==> src/rtl/pll_mode_sequencer_if.sv <==
// Mode/lock/reset signals shared by the PAL/NTSC sequencer and its
// neighbours (config request side and clock block side).
interface pll_mode_sequencer_if;
  logic pal_req;
  logic pll_locked;
  logic pal_out;
  logic sys_reset_n;
  logic busy;
  logic timeout_err;

  modport slave (
    input  pal_req,
    input  pll_locked,
    output pal_out,
    output sys_reset_n,
    output busy,
    output timeout_err
  );

  modport master (
    output pal_req,
    output pll_locked,
    input  pal_out,
    input  sys_reset_n,
    input  busy,
    input  timeout_err
  );
endinterface

==> src/rtl/pll_mode_sequencer.sv <==
// Sequences a PAL/NTSC change around PLL reconfiguration, holding the
// core in reset until lock has been stable after the new mode is applied.
module pll_mode_sequencer #(
  parameter int SYNC_STAGES = 2,
  parameter int LOCK_STABLE = 1024,
  parameter int PRE_HOLD    = 16,
  parameter int LOSS_WAIT   = 4096,
  parameter int TIMEOUT     = 65536
) (
  input  logic                 clk_i,
  input  logic                 reset_n,
  pll_mode_sequencer_if.slave  bus
);

  localparam int HMAX = (PRE_HOLD > LOSS_WAIT) ? PRE_HOLD : LOSS_WAIT;
  localparam int LW   = $clog2(LOCK_STABLE + 1);
  localparam int TW   = $clog2(TIMEOUT + 1);
  localparam int HW   = $clog2(HMAX + 1);

  typedef enum logic [2:0] {
    S_WAIT_LOCK,
    S_RUN,
    S_PRE_HOLD,
    S_APPLY,
    S_WAIT_LOSS
  } state_t;

  state_t                 state, state_n;
  logic [1:0]             pal_sync;
  logic [SYNC_STAGES-1:0] lk_sync;
  logic [LW-1:0]          lock_cnt, lock_cnt_n;
  logic [TW-1:0]          to_cnt, to_cnt_n;
  logic [HW-1:0]          hold_cnt, hold_cnt_n;
  logic                   pal_q, pal_n;
  logic                   srn_q, srn_n;
  logic                   terr_q, terr_n;
  logic                   pal_s, locked_s;

  assign pal_s    = pal_sync[1];
  assign locked_s = lk_sync[SYNC_STAGES-1];

  always_comb begin
    state_n    = state;
    lock_cnt_n = lock_cnt;
    to_cnt_n   = to_cnt;
    hold_cnt_n = hold_cnt;
    pal_n      = pal_q;
    srn_n      = srn_q;
    terr_n     = terr_q;
    unique case (state)
      S_WAIT_LOCK: begin
        if (!locked_s)
          lock_cnt_n = '0;
        else if (lock_cnt != LW'(LOCK_STABLE))
          lock_cnt_n = lock_cnt + LW'(1);
        if (to_cnt != TW'(TIMEOUT))
          to_cnt_n = to_cnt + TW'(1);
        if (to_cnt >= TW'(TIMEOUT - 1))
          terr_n = 1'b1;
        if (locked_s && lock_cnt >= LW'(LOCK_STABLE - 1)) begin
          state_n = S_RUN;
          srn_n   = 1'b1;
        end
      end
      S_RUN: begin
        // Lock loss wins over a pending mode request.
        if (!locked_s) begin
          state_n = S_WAIT_LOCK;
          srn_n   = 1'b0;
        end else if (pal_s != pal_q) begin
          state_n = S_PRE_HOLD;
          srn_n   = 1'b0;
        end
      end
      S_PRE_HOLD: begin
        if (hold_cnt >= HW'(PRE_HOLD - 1))
          state_n = (pal_s != pal_q) ? S_APPLY : S_WAIT_LOCK;
        else
          hold_cnt_n = hold_cnt + HW'(1);
      end
      S_APPLY: begin
        pal_n   = pal_s;
        state_n = S_WAIT_LOSS;
      end
      S_WAIT_LOSS: begin
        if (!locked_s || hold_cnt >= HW'(LOSS_WAIT - 1))
          state_n = S_WAIT_LOCK;
        else
          hold_cnt_n = hold_cnt + HW'(1);
      end
      default: begin
        state_n = S_WAIT_LOCK;
        srn_n   = 1'b0;
      end
    endcase
    if (state_n != state) begin
      lock_cnt_n = '0;
      to_cnt_n   = '0;
      hold_cnt_n = '0;
    end
  end

  always_ff @(posedge clk_i or negedge reset_n) begin
    if (!reset_n) begin
      state    <= S_WAIT_LOCK;
      pal_sync <= '0;
      lk_sync  <= '0;
      lock_cnt <= '0;
      to_cnt   <= '0;
      hold_cnt <= '0;
      pal_q    <= 1'b0;
      srn_q    <= 1'b0;
      terr_q   <= 1'b0;
    end else begin
      state    <= state_n;
      pal_sync <= {pal_sync[0], bus.pal_req};
      lk_sync  <= {lk_sync[SYNC_STAGES-2:0], bus.pll_locked};
      lock_cnt <= lock_cnt_n;
      to_cnt   <= to_cnt_n;
      hold_cnt <= hold_cnt_n;
      pal_q    <= pal_n;
      srn_q    <= srn_n;
      terr_q   <= terr_n;
    end
  end

  assign bus.pal_out     = pal_q;
  assign bus.sys_reset_n = srn_q;
  assign bus.timeout_err = terr_q;
  assign bus.busy        = (state != S_RUN);

endmodule
==> src/flat_wrapper.sv <==
// flat-port wrapper written by rule: the top's interface ports become plain ports
module pll_mode_sequencer_flat 
#(
  parameter int SYNC_STAGES = 2,
  parameter int LOCK_STABLE = 1024,
  parameter int PRE_HOLD    = 16,
  parameter int LOSS_WAIT   = 4096,
  parameter int TIMEOUT     = 65536
)
  (clk_i, reset_n, bus_pal_req, bus_pll_locked, bus_pal_out, bus_sys_reset_n, bus_busy, bus_timeout_err);
  pll_mode_sequencer_if bus_i ();
  input  logic clk_i;
  input  logic reset_n;
  input wire logic [$bits(bus_i.pal_req)-1:0] bus_pal_req;
  input wire logic [$bits(bus_i.pll_locked)-1:0] bus_pll_locked;
  output wire logic [$bits(bus_i.pal_out)-1:0] bus_pal_out;
  output wire logic [$bits(bus_i.sys_reset_n)-1:0] bus_sys_reset_n;
  output wire logic [$bits(bus_i.busy)-1:0] bus_busy;
  output wire logic [$bits(bus_i.timeout_err)-1:0] bus_timeout_err;
  assign bus_i.pal_req = bus_pal_req;
  assign bus_i.pll_locked = bus_pll_locked;
  assign bus_pal_out = bus_i.pal_out;
  assign bus_sys_reset_n = bus_i.sys_reset_n;
  assign bus_busy = bus_i.busy;
  assign bus_timeout_err = bus_i.timeout_err;
  pll_mode_sequencer #(.SYNC_STAGES(SYNC_STAGES), .LOCK_STABLE(LOCK_STABLE), .PRE_HOLD(PRE_HOLD), .LOSS_WAIT(LOSS_WAIT), .TIMEOUT(TIMEOUT)) u_core (.clk_i(clk_i), .reset_n(reset_n), .bus(bus_i));
endmodule
==> config.mk <==
export PLATFORM = sky130hd
export DESIGN_NAME = pll_mode_sequencer_flat
export DESIGN_NICKNAME = d
export VERILOG_FILES = /design/src/rtl/pll_mode_sequencer_if.sv /design/src/rtl/pll_mode_sequencer.sv /design/src/flat_wrapper.sv
export SDC_FILE = /design/constraint.sdc
export NUM_CORES = 1
export LEC_CHECK = 0
export ABC_AREA = 1
export BUFFER_PORTS_ARGS = -buffer_cell sky130_fd_sc_hd__buf_4
export CAP_MARGIN = 20
export CELL_PAD_IN_SITES_DETAIL_PLACEMENT = 2
export CELL_PAD_IN_SITES_GLOBAL_PLACEMENT = 2
export CORE_MARGIN = 3
export CORE_UTILIZATION = 37
export CTS_CLUSTER_SIZE = 14
export DETAILED_ROUTE_END_ITERATION = 7
export GPL_TIMING_DRIVEN = 0
export HOLD_SLACK_MARGIN = 0.08
export PLACE_DENSITY = 0.77
export SYNTH_ARGS = -nofsm -noshare
export SYNTH_HDL_FRONTEND = slang
export SYNTH_SLANG_ARGS = --single-unit
==> constraint.sdc <==
create_clock -name clk_i -period 2.3 [get_ports clk_i]
set_input_delay 0.46 -clock clk_i [delete_from_list [all_inputs] [get_ports clk_i]]
set_output_delay 0.46 -clock clk_i [all_outputs]
set_load 0.02 [all_outputs]
==> results of run 1 <==
## cells in the final DEF (no fill, tap or decap), types with 2 or more instances in the layout
cell,n
nand3_1,29
a21oi_1,9
buf_6,2
nand2_1,82
nand3_2,2
or2_2,2
o21ai_0,4
nor2_1,66
nor3_1,18
nand4_1,26
inv_2,3
a21oi_2,6
ha_1,5
buf_2,5
nor3_2,2
inv_1,45
nor2_2,2
clkbuf_8,5
xnor2_1,8
xor2_1,14
dfrtp_1,50
buf_4,12
## layer usage
metal  vias up  track usage  share of wire
met3         2       0.0258          0.013
li1       1300            -              -
met1      1334        0.253           0.47
met2         9        0.347           0.52
met4         0       0.0355         0.0045
met5         -            0              0
## cells in the mapped netlist (2+ instances only)
cell type,n
nand2_1,82
nor2_1,68
dfrtp_1,51
inv_1,45
nand3_1,30
nand4_1,26
nor3_1,18
xor2_1,14
a21oi_1,9
xnor2_1,8
a21oi_2,6
ha_1,6
buf_2,5
o21ai_0,4
buf_4,3
inv_2,3
buf_6,2
nor3_2,2
or2_2,2
## worst min-delay path by stage
stage / end / cells after the start / slack (ps)
6_report: u_core.hold_cnt[2]$_DFFE_PN0P_ / 1 / 180
5_1_grt: u_core.hold_cnt[2]$_DFFE_PN0P_ / 1 / 230
4_1_cts: u_core.hold_cnt[2]$_DFFE_PN0P_ / 1 / 220
3_5_place_dp: u_core.pal_sync[1]$_DFF_PN0_ / 0 / 340
3_3_place_gp: u_core.lk_sync[1]$_DFF_PN0_ / 0 / 330
2_1_floorplan: u_core.bus.pal_out$_DFFE_PN0P_ / 0 / 160
## sequential cells by signal, indices dropped and copies added (netlist names)
signal and flops:
u_core.bus.pal_out 1, u_core.bus.sys_reset_n 1, u_core.bus.timeout_err 1, u_core.hold_cnt 13, u_core.lk_sync 2, u_core.lock_cnt 11
u_core.pal_sync 2, u_core.state 3, u_core.to_cnt 17
## layout make-up
type | instances | area [µm²] | area share
sequential | 51 | 1280 | 0.386
tap | 102 | 128 | 0.0385
buffer | 10 | 70.1 | 0.0211
clock inverter | 2 | 12.5 | 0.00378
multi-input combinational | 284 | 1500 | 0.453
inverter | 49 | 184 | 0.0555
timing repair buffer | 9 | 67.6 | 0.0204
clock buffer | 6 | 72.6 | 0.0219
## worst register-to-register path, cell delays in order, from the launching register on
cell     delay (ps)
dfrtp_1         430
ha_4            160
nand3_2         130
nor2_4          130
nand4_1         160
nor2_2          160
nand2_1         100
nor2_1          110
ha_1            230
or2_2           290
a21oi_1         150
## what timing repair did
action,in CTS,in global routing
buffers inserted,0,2
gates resized for setup,1,6
cloned,0,0
pin swaps,0,2
endpoints found under the hold margin,0,0
endpoints found under the setup margin,1,1
## metrics by stage
step                instances  hold slack, ps  area [µm²]  worst slack [ps]  utilization
floorplan                 394             164        3000               393            -
global placement          503             333        3180              98.3        0.408
detailed placement        503             336        3180              10.2        0.408
CTS                       511             219        3270              20.5        0.419
global route              513             226        3310              6.42        0.424
finish                    513             185        3310               166        0.424
## cell families after synthesis
group,count (synthesis),share of synthesized area
buf+inv,59,0.0845
compound gates,23,0.0541
mux,1,0.00375
simple gates,232,0.344
xor+xnor,22,0.0641
fa+ha+maj,6,0.0250
flops,51,0.425
## report_power, final
part / switching (mW) / internal, mW / total [mW]
Combinational: 0.0341 / 0.0135 / 0.0476
Sequential: 0.00577 / 0.904 / 0.909
Clock: 0.316 / 0.214 / 0.530
==> impl_metrics.csv, run 1 <==
group,metric,value,unit
routing,dr.pass1.iters,4,
layout,antennaDiodeCount,0,
synthesis,synth_cell_types,29,
worst_setup_path,crit_chain,"ha_4, nand3_2, nor2_4, nand4_1, nor2_2, nand2_1, nor2_1, ha_1, or2_2, a21oi_1",
clocking,cts_root_buffer,"clkbuf_8",
sta,final.setup.tns,0,ps
synthesis,seq_area_frac_synth,0.425,
pwr,p_leak,1.57,nW
worst_setup_path,rr_endpoint,"u_core.to_cnt[16]$_DFFE_PN0P_",
sta,worst_pin_slew,685,ps
floorplanning,coreArea,7810,µm²
grt,overflow,0,
placed_design,gp_congestion,0.791,
sta,slew_headroom,0.543,
routing,via_count,2645,
synthesis,synth_seq_cells,51,
layout,nets,420,
sta,clock-skew-final,11.0,ps
floorplanning,dieWidth,96.1,µm
clocking,cts_tree,"done",
routing,drc,0,
job,max_cap_viol_count,0,
worst_setup_path,cp-startpoint,"u_core.to_cnt[1]$_DFFE_PN0P_",
synthesis,synth_top_area_cell,"dfrtp_1",
pwr,p_per_area,449,nW/µm²
layout,drive_gt1_frac,0.119,
pwr,power.total,1.49,mW
clocking,clock_latency,300,ps
layout,nFillCells,928,
layout,area_growth,10.3,%
routing,ant_nets,0,
worst_setup_path,r2r_start,"u_core.to_cnt[1]$_DFFE_PN0P_",
pwr,vdd_drop_max,282,µV
synthesis,yosys-top-cells-area,"dfrtp_1 42%, nand2_1 10%, nor2_1 8.5%",
worst_setup_path,cp_slowest_cell,"dfrtp_1",
sta,fmaxAchievable,469,MHz
worst_setup_path,cp-start-kind,"flop",
worst_setup_path,cp_num_cells,10,
floorplanning,die_h,96.1,µm
clocking,clkTransAtPathRegs,100,ps
clocking,cts_buffers,5,
clocking,postCtsHoldBufs,0,
worst_setup_path,endpoint,"u_core.to_cnt[16]$_DFFE_PN0P_",
synthesis,synth_top_area_share,0.425,
floorplanning,start_util,0.385,
routing,wl_per_cell,16.1,µm
sta,hold_viol_final,0,
worst_setup_path,cp_top_family,"simple AND/OR/NAND/NOR gates",
routing,drt_iter0_markers,72,
routing,via_per_inst,5.16,
sta,final-setup-viol-count,0,
floorplanning,pin_count,8,
synthesis,avgSynthCellArea,7.62,µm²
synthesis,yosys_warnings,0,
worst_setup_path,path_buf_inv,0,
grt,grt_pass1_wl,14100,µm
worst_setup_path,criticalPathCategory,"flop to flop",
sta,period_share,0.928,
synthesis,syn_nets,404,
worst_setup_path,end_kind,"flop",
routing,drt_wl_total,8250,µm
placed_design,port_buffers,7,
grt,grt_pass1_vias,2854,
synthesis,syn_inst,394,
synthesis,netlist_area,3000,µm²
clocking,cts_sinks,51,
run_status,status,"finished, final reports clean",
grt,grt_usage,0.195,
synthesis,synth_enable_flop_cells,0,
placed_design,hpwl,6280,µm
sta,drv_slew,0,
clocking,clockBufferDepth,2,
worst_setup_path,crit_required,2530,ps
worst_setup_path,critPathMaxFanout,4,
synthesis,synth_ff_type,"dfrtp_1",
grt,grt_start_max_net_pins,52,
floorplanning,placementRows,32,
worst_setup_path,cp.arrival,2360,ps
worst_setup_path,cpPeakStageDelay,430,ps
sta,fin_crit,2130,ps
worst_setup_path,reg2reg_slack,170,ps
synthesis,ys_async_sr_fraction,1.00,
clocking,htree_levels,2,
floorplanning,fp.dieArea,9240,µm²
grt,antenna_found_initial,0,
hold_path,hold_class,"primary input to asynchronous set/reset pin",
worst_setup_path,r2r.worst_path.cells,10,
sta,rsz0062_at_grt,"false",
Note: power is estimated with default switching activity, not from simulation.
==> run 2: changes to the inputs <==
--- a/config.mk
+++ b/config.mk
@@ -6,7 +6,7 @@
 export NUM_CORES = 1
 export LEC_CHECK = 0
 export ABC_AREA = 1
-export BUFFER_PORTS_ARGS = -buffer_cell sky130_fd_sc_hd__buf_4
+export BUFFER_PORTS_ARGS = -buffer_cell sky130_fd_sc_hd__buf_2
 export CAP_MARGIN = 20
 export CELL_PAD_IN_SITES_DETAIL_PLACEMENT = 2
 export CELL_PAD_IN_SITES_GLOBAL_PLACEMENT = 2
@@ -16,7 +16,7 @@
 export DETAILED_ROUTE_END_ITERATION = 7
 export GPL_TIMING_DRIVEN = 0
 export HOLD_SLACK_MARGIN = 0.08
-export PLACE_DENSITY = 0.77
+export PLACE_DENSITY_LB_ADDON = 0.1
 export SYNTH_ARGS = -nofsm -noshare
 export SYNTH_HDL_FRONTEND = slang
 export SYNTH_SLANG_ARGS = --single-unit
==> run 2 against run 1 <==
Compared with the run above: first-iteration DRC count down 13%; fmax shrank 2.1%; non-clock buffer count is 5 higher; cell area is 0.72% higher; combinational power grew 7.4%; final cell count increased by 0.78%; flip-flop and latch count stayed put; worst setup slack worse by 46 ps; global-route usage increased by 1.4 points; critical endpoint unchanged; largest cell class unchanged.
==> impl_metrics.csv, run 2 (synthesis results as in run 1) <==
group,metric,value,unit
run_status,status,"finished, final reports clean",
worst_setup_path,cpPeakStageDelay,410,ps
floorplanning,pin_count,8,
layout,drive_gt1_frac,0.133,
grt,grt_pass1_vias,3065,
layout,nets,425,
floorplanning,dieWidth,96.1,µm
clocking,cts_tree,"done",
job,max_cap_viol_count,0,
worst_setup_path,end_kind,"flop",
sta,slew_headroom,0.722,
floorplanning,start_util,0.385,
pwr,power.total,1.50,mW
clocking,clockBufferDepth,2,
routing,via_per_inst,5.24,
pwr,p_leak,1.60,nW
worst_setup_path,critPathMaxFanout,4,
grt,grt_usage,0.209,
sta,clock-skew-final,8.97,ps
routing,drt_wl_total,8850,µm
sta,fin_crit,2180,ps
worst_setup_path,reg2reg_slack,120,ps
routing,drc,0,
worst_setup_path,crit_path_frequent_cell,"nor2_2",
grt,antenna_found_initial,0,
routing,via_count,2710,
grt,overflow,0,
worst_setup_path,criticalPathCategory,"flop to flop",
worst_setup_path,crit_chain,"ha_2, nand3_2, nor2_2, nand4_1, nor2_2, nand2_2, nor2_1, ha_1, or2_2, a21oi_1",
layout,regMostFlops,"u_core.to_cnt",
layout,largest_reg_flops,17,
clocking,cts_root_buffer,"clkbuf_8",
grt,grt_pass1_wl,15000,µm
clocking,htree_levels,2,
layout,nFillCells,966,
sta,setup_slack,120,ps
routing,dr.pass1.iters,4,
worst_setup_path,crit_required,2530,ps
worst_setup_path,cp-startpoint,"u_core.to_cnt[1]$_DFFE_PN0P_",
sta,drv_slew,0,
routing,ant_nets,0,
pwr,p_per_area,450,nW/µm²
sta,fmaxAchievable,459,MHz
routing,wl_per_cell,17.1,µm
worst_setup_path,cp_slowest_cell,"dfrtp_1",
floorplanning,fp.dieArea,9240,µm²
clocking,clock_latency,310,ps
routing,drt_iter0_markers,63,
layout,antennaDiodeCount,0,
worst_setup_path,cp.arrival,2410,ps
clocking,postCtsHoldBufs,0,
worst_setup_path,r2r_start,"u_core.to_cnt[1]$_DFFE_PN0P_",
clocking,clkTransAtPathRegs,100,ps
worst_setup_path,rr_endpoint,"u_core.to_cnt[16]$_DFFE_PN0P_",
placed_design,pre_cts_ws,-69.6,ps
layout,final_common_cell,"nand2_1",
layout,final_cell_mix,"81 x nand2_1, 65 x nor2_1, 51 x dfrtp_1",
worst_setup_path,r2r.worst_path.cells,10,
placed_design,gp_congestion,0.782,
worst_setup_path,cp-start-kind,"flop",
floorplanning,placementRows,32,
floorplanning,coreArea,7810,µm²
placed_design,hpwl,6690,µm
sta,period_share,0.948,
sta,worst_pin_slew,417,ps
sta,rsz0062_at_grt,"true",
layout,area_growth,11.1,%
grt,grt_start_max_net_pins,38,
clocking,cts_sinks,51,
pwr,vdd_drop_max,272,µV
hold_path,hold_class,"primary input to asynchronous set/reset pin",
layout,reg_top3,"u_core.to_cnt x17, u_core.hold_cnt x13, u_core.lock_cnt x11",
sta,final-setup-viol-count,0,
floorplanning,die_h,96.1,µm
sta,hold_viol_final,0,
placed_design,port_buffers,7,
clocking,cts_buffers,5,
-- run 2: critical path: cells and delay by family, from the launching register on --
family,cells,cell delay [ps]
AO/OA/AOI/OAI,1,150
adder cells (fa/ha/maj),2,440
flip-flops,1,410
AND/OR/NAND/NOR,7,1100
-- run 2: repair_timing --
action	4_1_cts	5_1_grt
resized for setup	1	5
endpoints found under the setup margin	1	31
buffers inserted	1	5
pin swaps	0	3
-- run 2: how the worst max path moves through the flow --
stage                                         end  slack (ps)
floorplan           u_core.to_cnt[16]$_DFFE_PN0P_         390
detailed placement  u_core.to_cnt[16]$_DFFE_PN0P_         -70
finish              u_core.to_cnt[16]$_DFFE_PN0P_         120
global route        u_core.to_cnt[14]$_DFFE_PN0P_         -10
global placement    u_core.to_cnt[16]$_DFFE_PN0P_          50
CTS                 u_core.to_cnt[16]$_DFFE_PN0P_          10
-- run 2: layer usage --
layer,vias up,routed length [µm],GRT usage
met4,0,95,0.0533
met1,1369,4020,0.260
met2,18,4620,0.383
met3,10,116,0.0219
met5,-,0,0
li1,1313,-,-
-- run 2: area by class of cell --
class | count | area (µm²) | area share
flip-flops and latches | 51 | 1280 | 0.382
clock inverters | 1 | 5.00 | 0.00150
plain buffers | 10 | 70.1 | 0.0210
inverters | 49 | 184 | 0.0551
repair buffers | 14 | 100 | 0.0300
clock buffers | 6 | 82.6 | 0.0247
multi-input cells | 284 | 1490 | 0.447
well taps | 102 | 128 | 0.0382
-- run 2: power breakdown --
| part | internal (mW) | switching (mW) |
|---|---|---|
| registers | 0.904 | 0.00591 |
| clock network | 0.237 | 0.302 |
| logic | 0.0154 | 0.0357 |
| total | 1.16 | 0.344 |
-- run 2: metrics by stage --
stage / area [µm²] / cells / hold slack, ps / util / setup TNS (ps)
2_1_floorplan: 3000 / 394 / 164 / - / 0
3_3_place_gp: 3170 / 503 / 337 / 0.406 / 0
3_5_place_dp: 3190 / 504 / 343 / 0.408 / -69.6
4_1_cts: 3280 / 512 / 82.1 / 0.421 / 0
5_1_grt: 3340 / 517 / 85.2 / 0.427 / -30.2
6_report: 3340 / 517 / 73.3 / 0.427 / 0
